[config.mk]
export PLATFORM = sky130hd
export DESIGN_NAME = rx_ins_sched
export DESIGN_NICKNAME = d
export VERILOG_FILES = /design/src/rtl/rx_ins_sched.sv
export SDC_FILE = /design/constraint.sdc
export NUM_CORES = 1
export LEC_CHECK = 0
export BUFFER_PORTS_ARGS = -buffer_cell sky130_fd_sc_hd__buf_4
export CAP_MARGIN = 20
export CORE_UTILIZATION = 45
export DETAILED_ROUTE_END_ITERATION = 8
export HOLD_SLACK_MARGIN = 0.12
export MAX_ROUTING_LAYER = met4
export PLACE_DENSITY = 0.67
export SYNTH_ARGS = -nofsm -noshare
export SYNTH_HDL_FRONTEND = slang
export SYNTH_SLANG_ARGS = --single-unit
[constraint.sdc]
create_clock -name clk -period 3.4 [get_ports clk]
set_input_delay 0.51 -clock clk [delete_from_list [all_inputs] [get_ports clk]]
set_output_delay 0.51 -clock clk [all_outputs]
set_load 0.01 [all_outputs]
[src/rtl/rx_ins_sched.sv]
// rx_ins_sched: instruction scheduler in front of the rx configuration stage.
//
// Two requesters (src0 = main stream, src1 = prefetch stream) push
// instructions into a small in-order queue through a round-robin arbiter.
// The head of the queue is issued on the out_* port once no instruction of
// the same type is still outstanding. The rx configuration stage reports
// completions through done_pulse/done_type, which clear the busy flags.
//
// Ports
//   clk, rst_n                   clock, synchronous active-low reset
//   src0_valid/ready/ins         requester 0 (main instruction stream)
//   src1_valid/ready/ins         requester 1 (prefetch stream)
//   out_valid/ready/ins          issue port to the rx configuration stage
//   done_pulse, done_type[3:0]   completion report, type bits {i,d,p,a}
//   busy[3:0]                    outstanding flags per type {i,d,p,a}
//   fifo_cnt                     queue occupancy
//   idle                         queue empty, nothing outstanding, FSM idle
//   err                          sticky watchdog error
//
// Optional feature: define RX_SCHED_TIMEOUT_EN to enable the watchdog that
// raises err when busy stays non-zero for TIMEOUT_CYC cycles without a
// completion. Without it err is tied low.
//
// Opcode encodings (bits [61:58]): RD_OP_DW=4'h1, RD_OP_D=4'h2, RD_OP_G=4'h3.
// FIFO_DEPTH must be a power of two, at least 2. INST_W must be at least 62.

module rx_ins_sched #(
  parameter int INST_W      = 64,
  parameter int FIFO_DEPTH  = 4,
  parameter int TIMEOUT_CYC = 65535
) (
  input  logic                          clk,
  input  logic                          rst_n,
  input  logic                          src0_valid,
  output logic                          src0_ready,
  input  logic [INST_W-1:0]             src0_ins,
  input  logic                          src1_valid,
  output logic                          src1_ready,
  input  logic [INST_W-1:0]             src1_ins,
  output logic                          out_valid,
  input  logic                          out_ready,
  output logic [INST_W-1:0]             out_ins,
  input  logic                          done_pulse,
  input  logic [3:0]                    done_type,
  output logic [3:0]                    busy,
  output logic [$clog2(FIFO_DEPTH):0]   fifo_cnt,
  output logic                          idle,
  output logic                          err
);

  localparam int AW = $clog2(FIFO_DEPTH);

  localparam logic [3:0] RD_OP_DW = 4'h1;
  localparam logic [3:0] RD_OP_D  = 4'h2;
  localparam logic [3:0] RD_OP_G  = 4'h3;

  typedef enum logic [1:0] {S_IDLE, S_CHECK, S_ISSUE} state_t;

  state_t            state_q, state_d;
  logic [INST_W-1:0] mem [FIFO_DEPTH];
  logic [AW:0]       wr_ptr, rd_ptr;
  logic              rr_ptr;
  logic              winner;
  logic              full, empty, push, pop, load_out;
  logic [INST_W-1:0] push_ins, head_ins;
  logic [3:0]        head_type;

  // Completion type of an opcode; RD_OP_DW occupies both i and p slots.
  function automatic logic [3:0] ins_type(input logic [3:0] op);
    logic [3:0] t;
    case (op)
      RD_OP_DW:         t = 4'b1010;
      RD_OP_D, RD_OP_G: t = 4'b0100;
      default:          t = 4'b0001;
    endcase
    return t;
  endfunction

  // The extra pointer bit tells a full queue apart from an empty one.
  assign fifo_cnt  = wr_ptr - rd_ptr;
  assign empty     = (wr_ptr == rd_ptr);
  assign full      = (wr_ptr[AW] != rd_ptr[AW]) &&
                     (wr_ptr[AW-1:0] == rd_ptr[AW-1:0]);
  assign head_ins  = mem[rd_ptr[AW-1:0]];
  assign head_type = ins_type(head_ins[61:58]);

  // A lone valid source always wins; on contention, or with nobody
  // requesting, the round-robin pointer decides.
  always_comb begin
    winner = rr_ptr;
    if (src0_valid && !src1_valid) begin
      winner = 1'b0;
    end else if (src1_valid && !src0_valid) begin
      winner = 1'b1;
    end
  end

  assign src0_ready = rst_n && !full && !winner;
  assign src1_ready = rst_n && !full && winner;
  assign push       = (src0_valid && src0_ready) || (src1_valid && src1_ready);
  assign push_ins   = winner ? src1_ins : src0_ins;

  assign idle = (state_q == S_IDLE) && empty && (busy == 4'b0000);

  // Issue control. The head is copied into out_ins when leaving S_CHECK so
  // the issue port holds a stable value for the whole S_ISSUE stay.
  always_comb begin
    state_d   = state_q;
    out_valid = 1'b0;
    load_out  = 1'b0;
    pop       = 1'b0;
    case (state_q)
      S_IDLE: begin
        if (!empty) begin
          state_d = S_CHECK;
        end
      end
      S_CHECK: begin
        if ((busy & head_type) == 4'b0000) begin
          state_d  = S_ISSUE;
          load_out = 1'b1;
        end
      end
      S_ISSUE: begin
        out_valid = 1'b1;
        if (out_ready) begin
          pop = 1'b1;
          if (fifo_cnt > (AW+1)'(1) || push) begin
            state_d = S_CHECK;
          end else begin
            state_d = S_IDLE;
          end
        end
      end
      default: state_d = S_IDLE;
    endcase
  end

  // Queue storage needs no reset; only pointers define its contents.
  always_ff @(posedge clk) begin
    if (push) begin
      mem[wr_ptr[AW-1:0]] <= push_ins;
    end
  end

  // State, pointers and busy tracking. A busy bit set by an issue takes
  // precedence over a completion for the same type in the same cycle.
  always_ff @(posedge clk) begin
    if (!rst_n) begin
      state_q <= S_IDLE;
      wr_ptr  <= '0;
      rd_ptr  <= '0;
      rr_ptr  <= 1'b0;
      busy    <= 4'b0000;
      out_ins <= '0;
    end else begin
      state_q <= state_d;
      if (push) begin
        wr_ptr <= wr_ptr + 1'b1;
        rr_ptr <= ~rr_ptr;
      end
      if (pop) begin
        rd_ptr <= rd_ptr + 1'b1;
      end
      if (load_out) begin
        out_ins <= head_ins;
      end
      busy <= (busy & ~(done_pulse ? done_type : 4'b0000)) |
              (pop ? head_type : 4'b0000);
    end
  end

`ifdef RX_SCHED_TIMEOUT_EN
  logic [15:0] wd_cnt;

  // Watchdog: counts cycles with work outstanding and no completion seen.
  always_ff @(posedge clk) begin
    if (!rst_n) begin
      wd_cnt <= '0;
      err    <= 1'b0;
    end else begin
      if (busy == 4'b0000 || done_pulse) begin
        wd_cnt <= '0;
      end else if (wd_cnt != 16'hFFFF) begin
        wd_cnt <= wd_cnt + 16'd1;
      end
      if (wd_cnt == 16'(TIMEOUT_CYC)) begin
        err <= 1'b1;
      end
    end
  end
`else
  logic unused_timeout;
  assign unused_timeout = (TIMEOUT_CYC == 0);
  assign err = 1'b0;
`endif

endmodule

Yosys cells after proc, flatten, opt, wreduce, memory -nomap -nowiden
Memories as Yosys holds them, arrays and structs flattened. A register that Yosys moved wholly into a read port is not among the register bits.
Cells that the tools add are included.
{ "word_totals": {"n_memories": 1, "elab_cells": 68, "reg_bits": 77, "ram_bits": 256, "inputBits": 138} }
{ "mem_list": {"columns": ["memory", "words", "width", "rd", "rd_ports_with_merged_regs", "wr", "line_no", "rtl"], "rows": [
  ["mem", 4, 64, 1, 1, 1, "60", "logic [INST_W-1:0] mem [FIFO_DEPTH];"]
]} }
{ "op_classes": {"n_addsub": 3, "bitwise": 5, "n_mux": 20, "n_reduce_logical": 21, "n_eq_ne": 11, "order_cmp": 1} }
{ "op_table": {"columns": ["op", "count"], "rows": [
  ["two-way mux 64 bit", 1],
  ["logical AND 1 bit", 10],
  ["two-way mux 1 bit", 10],
  ["two-way mux 2 bit", 5],
  ["bitwise AND 4 bit", 2],
  ["== test 4 x 2 -> 1 bit (second input constant)", 2],
  ["logical NOT 4 bit", 2],
  ["two-way mux 4 bit", 2],
  ["one-hot mux 4 bit (2 select lines)", 1],
  ["adder 3 x 1 -> 3 bit (second input constant)", 2],
  ["inequality test 2 bit (second input constant)", 3],
  ["one-hot mux 2 bit (3 select lines)", 1],
  ["== test 4 x 1 -> 1 bit (second input constant)", 1],
  ["logical NOT 1 bit", 4],
  ["NOT 4 bit", 1],
  ["bitwise OR 4 bit", 1],
  ["== test 3 bit", 1],
  ["greater-than comparator 3 x 1 -> 1 bit (second input constant)", 1],
  ["AND reduction 3 bit", 1],
  ["subtractor 3 bit", 1],
  ["== test 2 x 1 -> 1 bit (second input constant)", 1],
  ["== test 2 bit", 1],
  ["== test 2 bit (second input constant)", 1],
  ["logical NOT 2 bit", 1],
  ["other kinds (4)", 5]
]} }

Depth between registers and ports, before layout
{ "depth": {"ltp_word": 12, "depth_mapped": 8, "depth_no_buf": 7} }

Worst setup path before layout
No wires, ideal clock.
{ "synth_path": {"path_type": "flip-flop to flip-flop", "from": "reg wr_ptr[0]", "to": "mem mem[3][0] (enable)", "n_path_buf": 1, "setup_ps": 430, "stages_incl_launch_ff": 7, "t_required_ps": 2970, "synth_period_minus_slack_ps": 3273, "arrival_ps": 2842, "slack_ps": 127, "cell_sequence": "dfxtp_1 -> inv_1 -> ha_1 -> nand2_1 -> o221a_2 -> clkbuf_1 -> and2_1"} }
{ "synth_via": {"elab_chain_len": 9, "elab_cells_between_ends": 11, "classes_between": "eq/ne: 1; mux: 2; reduce/logical: 8"} }
{ "synth_lines": {"columns": ["element", "line_no", "rtl"], "rows": [
  ["start: declaration", "61", "logic [AW:0] wr_ptr, rd_ptr;"],
  ["start signal: assignment", "159", "wr_ptr <= wr_ptr + 1'b1;"],
  ["== test 2 bit", "83", "(wr_ptr[AW-1:0] == rd_ptr[AW-1:0]);"],
  ["logical AND 1 bit", "82", "assign full = (wr_ptr[AW] != rd_ptr[AW]) &&"],
  ["logical NOT 1 bit", "98, 99", null],
  ["logical AND 1 bit", "98, 99", null],
  ["logical AND 1 bit, on equally long branches", "98, 99", null],
  ["logical AND 1 bit", "100", "assign push = (src0_valid && src0_ready) || (src1_valid && src1_ready);"],
  ["logical OR 1 bit", "100", null],
  ["two-way mux 1 bit", "141", "if (push) begin"],
  ["two-way mux 1 bit (implied by the code)", "142", "mem[wr_ptr[AW-1:0]] <= push_ins;"],
  ["end: declaration", "60", null]
]} }
Several ways; a longest one is shown, not always the timed one.

Worst setup path after layout
{ "layout_path": {"from": "reg wr_ptr[0]", "to": "out idle"} }
{ "layout_via": {"elab_chain_len": 3} }
{ "layout_lines": {"columns": ["element", "line_no", "rtl"], "rows": [
  ["== test 3 bit", "81", "assign empty = (wr_ptr == rd_ptr);"],
  ["logical AND 1 bit (2 in a row)", "103", "assign idle = (state_q == S_IDLE) && empty && (busy == 4'b0000);"],
  ["end: declaration", "47", "output logic idle,"]
]} }
Every way passes these cells.

==> run metrics <==
status complete, no violations; setup TNS 0 ps; Layout Skew 9.80 ps; Max stage delay cell, worst path or4b_2; Core Region 28900 sq um; die width 174 um; row count 62; DIE AREA 30300 sq um; Max Cap Viol 0; Hold EP state_q[1]; GR Overflow Total 0; Syn Area/Cell 17.1 sq um; final setup margin 412 ps; wire length of the first global-routing pass 40.1 mm; nets 1144; worst hold path depth 3; r2r setup slk 640 ps; Seq/Total Area, Yosys 0.695; FF-to-FF End out_ins[39]; via/cell ratio 5.12; Ant. Diodes 0; YS warnings 0; fin crit share 0.879; Post-route DRC 0; Top Usage Layer GRT met2; Post-Syn Area 13300 sq um; M3 GR Usage 0.0269; DR vias 7211; Die Height 174 um; final hold violation count 0; R2R depth 6; CP bufs+invs 2; overall routing resource usage 0.176; maximum vdd drop 0.381 mV; min Tclk post-route 2990 ps; post-synth cell types 38; clk slew on worst S/H paths 60 ps; antenna viol nets, final 0; Tightest Pin Transition 860 ps; number of synthesized flops with an enable pin 256; Required @ worst endpoint 2890 ps; met2 usage 0.288; PostCTS Resize Cnt 0; Crit path largest cell delay 660 ps; drt initial violations 389; Sinks on Clock Net 335; Final setup viols 0; drt total wl 25.5 mm; Fmax achieved 335 MHz; Starting Density 0.461; Slew Viols, Final 0; H-Tree Depth 2; syn nets 927; # hold bufs at CTS 0; CTS tree yes; Leak 6.22 nW; IO Count 214; Top delay family on crit path simple AND/OR/NAND/NOR gates; IO buf count 212; ys async rst share 0; initial antenna violation count 0; met1 Use GR 0.229; Setup crit end kind output pin; # fillers 2258; Worst setup SP type flop; Setup CP Type flop to output pin; root buf cell clkbuf_16; Gate Count Post-Synth 781; worst-path cell chain inv_1 > ha_1 > nand2_1 > or4b_2 > nor4b_1 > buf_4; highest net fanout along the worst path 4; postcts setup bufs 0; CTS max path bufs 3; first-pass detailed-route iteration total 4; Slew headroom 0.427; Avg WL per Cell 18.1 um; layout cells sized above 1 0.405; Power Density 615 nW/um^2; Clock Latency Late Sink 500 ps; HP Start out_ready; RSZ-0062 raised after global routing no; CP arrival 2480 ps; largest net degree at the start of global routing 74; vias in the first global route 7304; flops & latches, synth 335; Place WS 624 ps; cts bufs inserted 35; dpl hpwl 15.9 mm; hold crit path type input port to flop; P&R area growth vs syn 23.9%; top_reg_cell synth edfxtp_1; RePlAce Congestion 0.732
[registers in the layout (all words and copies together) (netlist names), named ones only]
signal and cells:
rd_ptr 3, state_q 2, out_ins 64, rr_ptr 1
wr_ptr 3, mem 256, busy 4
[cells in the mapped netlist, drive strengths merged (3+ instances only)]
| cell | instances | area [sq um] |
|---|---|---|
| nand2b | 3 | 18.8 |
| edfxtp | 256 | 7690 |
| o31ai | 3 | 22.5 |
| or4b | 3 | 30.0 |
| ha | 7 | 87.6 |
| dfxtp | 79 | 1580 |
| clkbuf | 31 | 116 |
| mux2 | 64 | 721 |
| mux2i | 62 | 621 |
| nor2 | 18 | 67.6 |
| inv | 9 | 33.8 |
| and2 | 5 | 31.3 |
| buf | 15 | 120 |
| xnor2 | 6 | 52.6 |
| mux4 | 64 | 1440 |
| nand2 | 128 | 480 |
| a21oi | 6 | 30.0 |
[tightest hold or removal path, cell delays in order]
cell and delay [ps]:
buf_4 90, nand2b_1 90, a21oi_1 60
[where the power goes]
| group | leakage, nW | internal, mW | switching, mW | total (mW) |
|---|---|---|---|---|
| clock | 0.561 | 2.27 | 1.46 | 3.73 |
| combinational | 2.67 | 0.749 | 0.737 | 1.49 |
| sequential | 2.98 | 4.81 | 0.140 | 4.95 |
| total | 6.22 | 7.83 | 2.33 | 10.2 |
[cells by family (layout without fill, tap and decap cells)]
kind of cell / Yosys count / count (layout) / share of synthesized area
buffers and inverters: 55 / 298 / 0.0203
AND/OR/NAND/NOR: 164 / 164 / 0.0508
multiplexers: 190 / 190 / 0.209
flip-flops: 335 / 335 / 0.695
AO/OA/AOI/OAI: 20 / 20 / 0.0110
XOR/XNOR: 7 / 7 / 0.00460
other: 1 / 1 / 0.000281
adder cells (fa/ha/maj): 9 / 9 / 0.00882
[routing by layer]
metal	vias up	wire length (um)
li1	3405	-
met1	3564	11400
met2	198	12500
met3	44	1130
met4	0	478
met5	-	0
[per-stage QoR]
step	hold slack (ps)	total power, mW	cell area (sq um)	utilization	std cells
2_1_floorplan	442	5.93	13300	-	781
3_3_place_gp	448	6.51	15400	0.531	1345
3_5_place_dp	453	6.55	15400	0.531	1345
4_1_cts	267	10.3	16500	0.571	1408
5_1_grt	286	10.5	16500	0.571	1408
6_report	293	10.2	16500	0.571	1408
[worst max path at each step]
stage              start          end  slack [ps]  depth (start not counted)
3_3_place_gp        flop  out_ins[55]         740                          6
4_1_cts        wr_ptr[0]         idle         360                          6
5_1_grt        wr_ptr[0]         idle         220                          6
3_5_place_dp        flop   out_ins[8]         620                          6
2_1_floorplan  wr_ptr[0]    mem[3][0]         130                          6
6_report       wr_ptr[0]         idle         410                          6
[cell usage in the layout, fill, tap and decap left out, types with 2 or more instances in the layout]
master and n:
a21oi_1 6, a32o_1 2, and2_4 4, buf_12 6, buf_4 220, bufinv_16 2, clkbuf_1 10, clkbuf_16 37
clkbuf_8 6, clkinv_1 4, clkinv_2 4, dfxtp_1 77, dfxtp_4 2, edfxtp_1 256, ha_1 7, inv_1 9
mux2_2 64, mux2i_1 62, mux4_2 64, nand2_1 128, nand2b_1 3, nor2_1 18, nor3_1 2, o21ai_0 2
o31ai_1 3, or4b_2 3, xnor2_1 6
[area by class of cell]
| type | count | area [sq um] | area share |
|---|---|---|---|
| clock buffer | 53 | 1050 | 0.0634 |
| clock inverter | 10 | 95.1 | 0.00576 |
| inverter | 9 | 33.8 | 0.00205 |
| multi-input combinational | 391 | 3810 | 0.231 |
| sequential | 335 | 9280 | 0.562 |
| tap | 384 | 480 | 0.0291 |
| timing repair buffer | 226 | 1770 | 0.107 |
(Power assumes the default switching activity.)
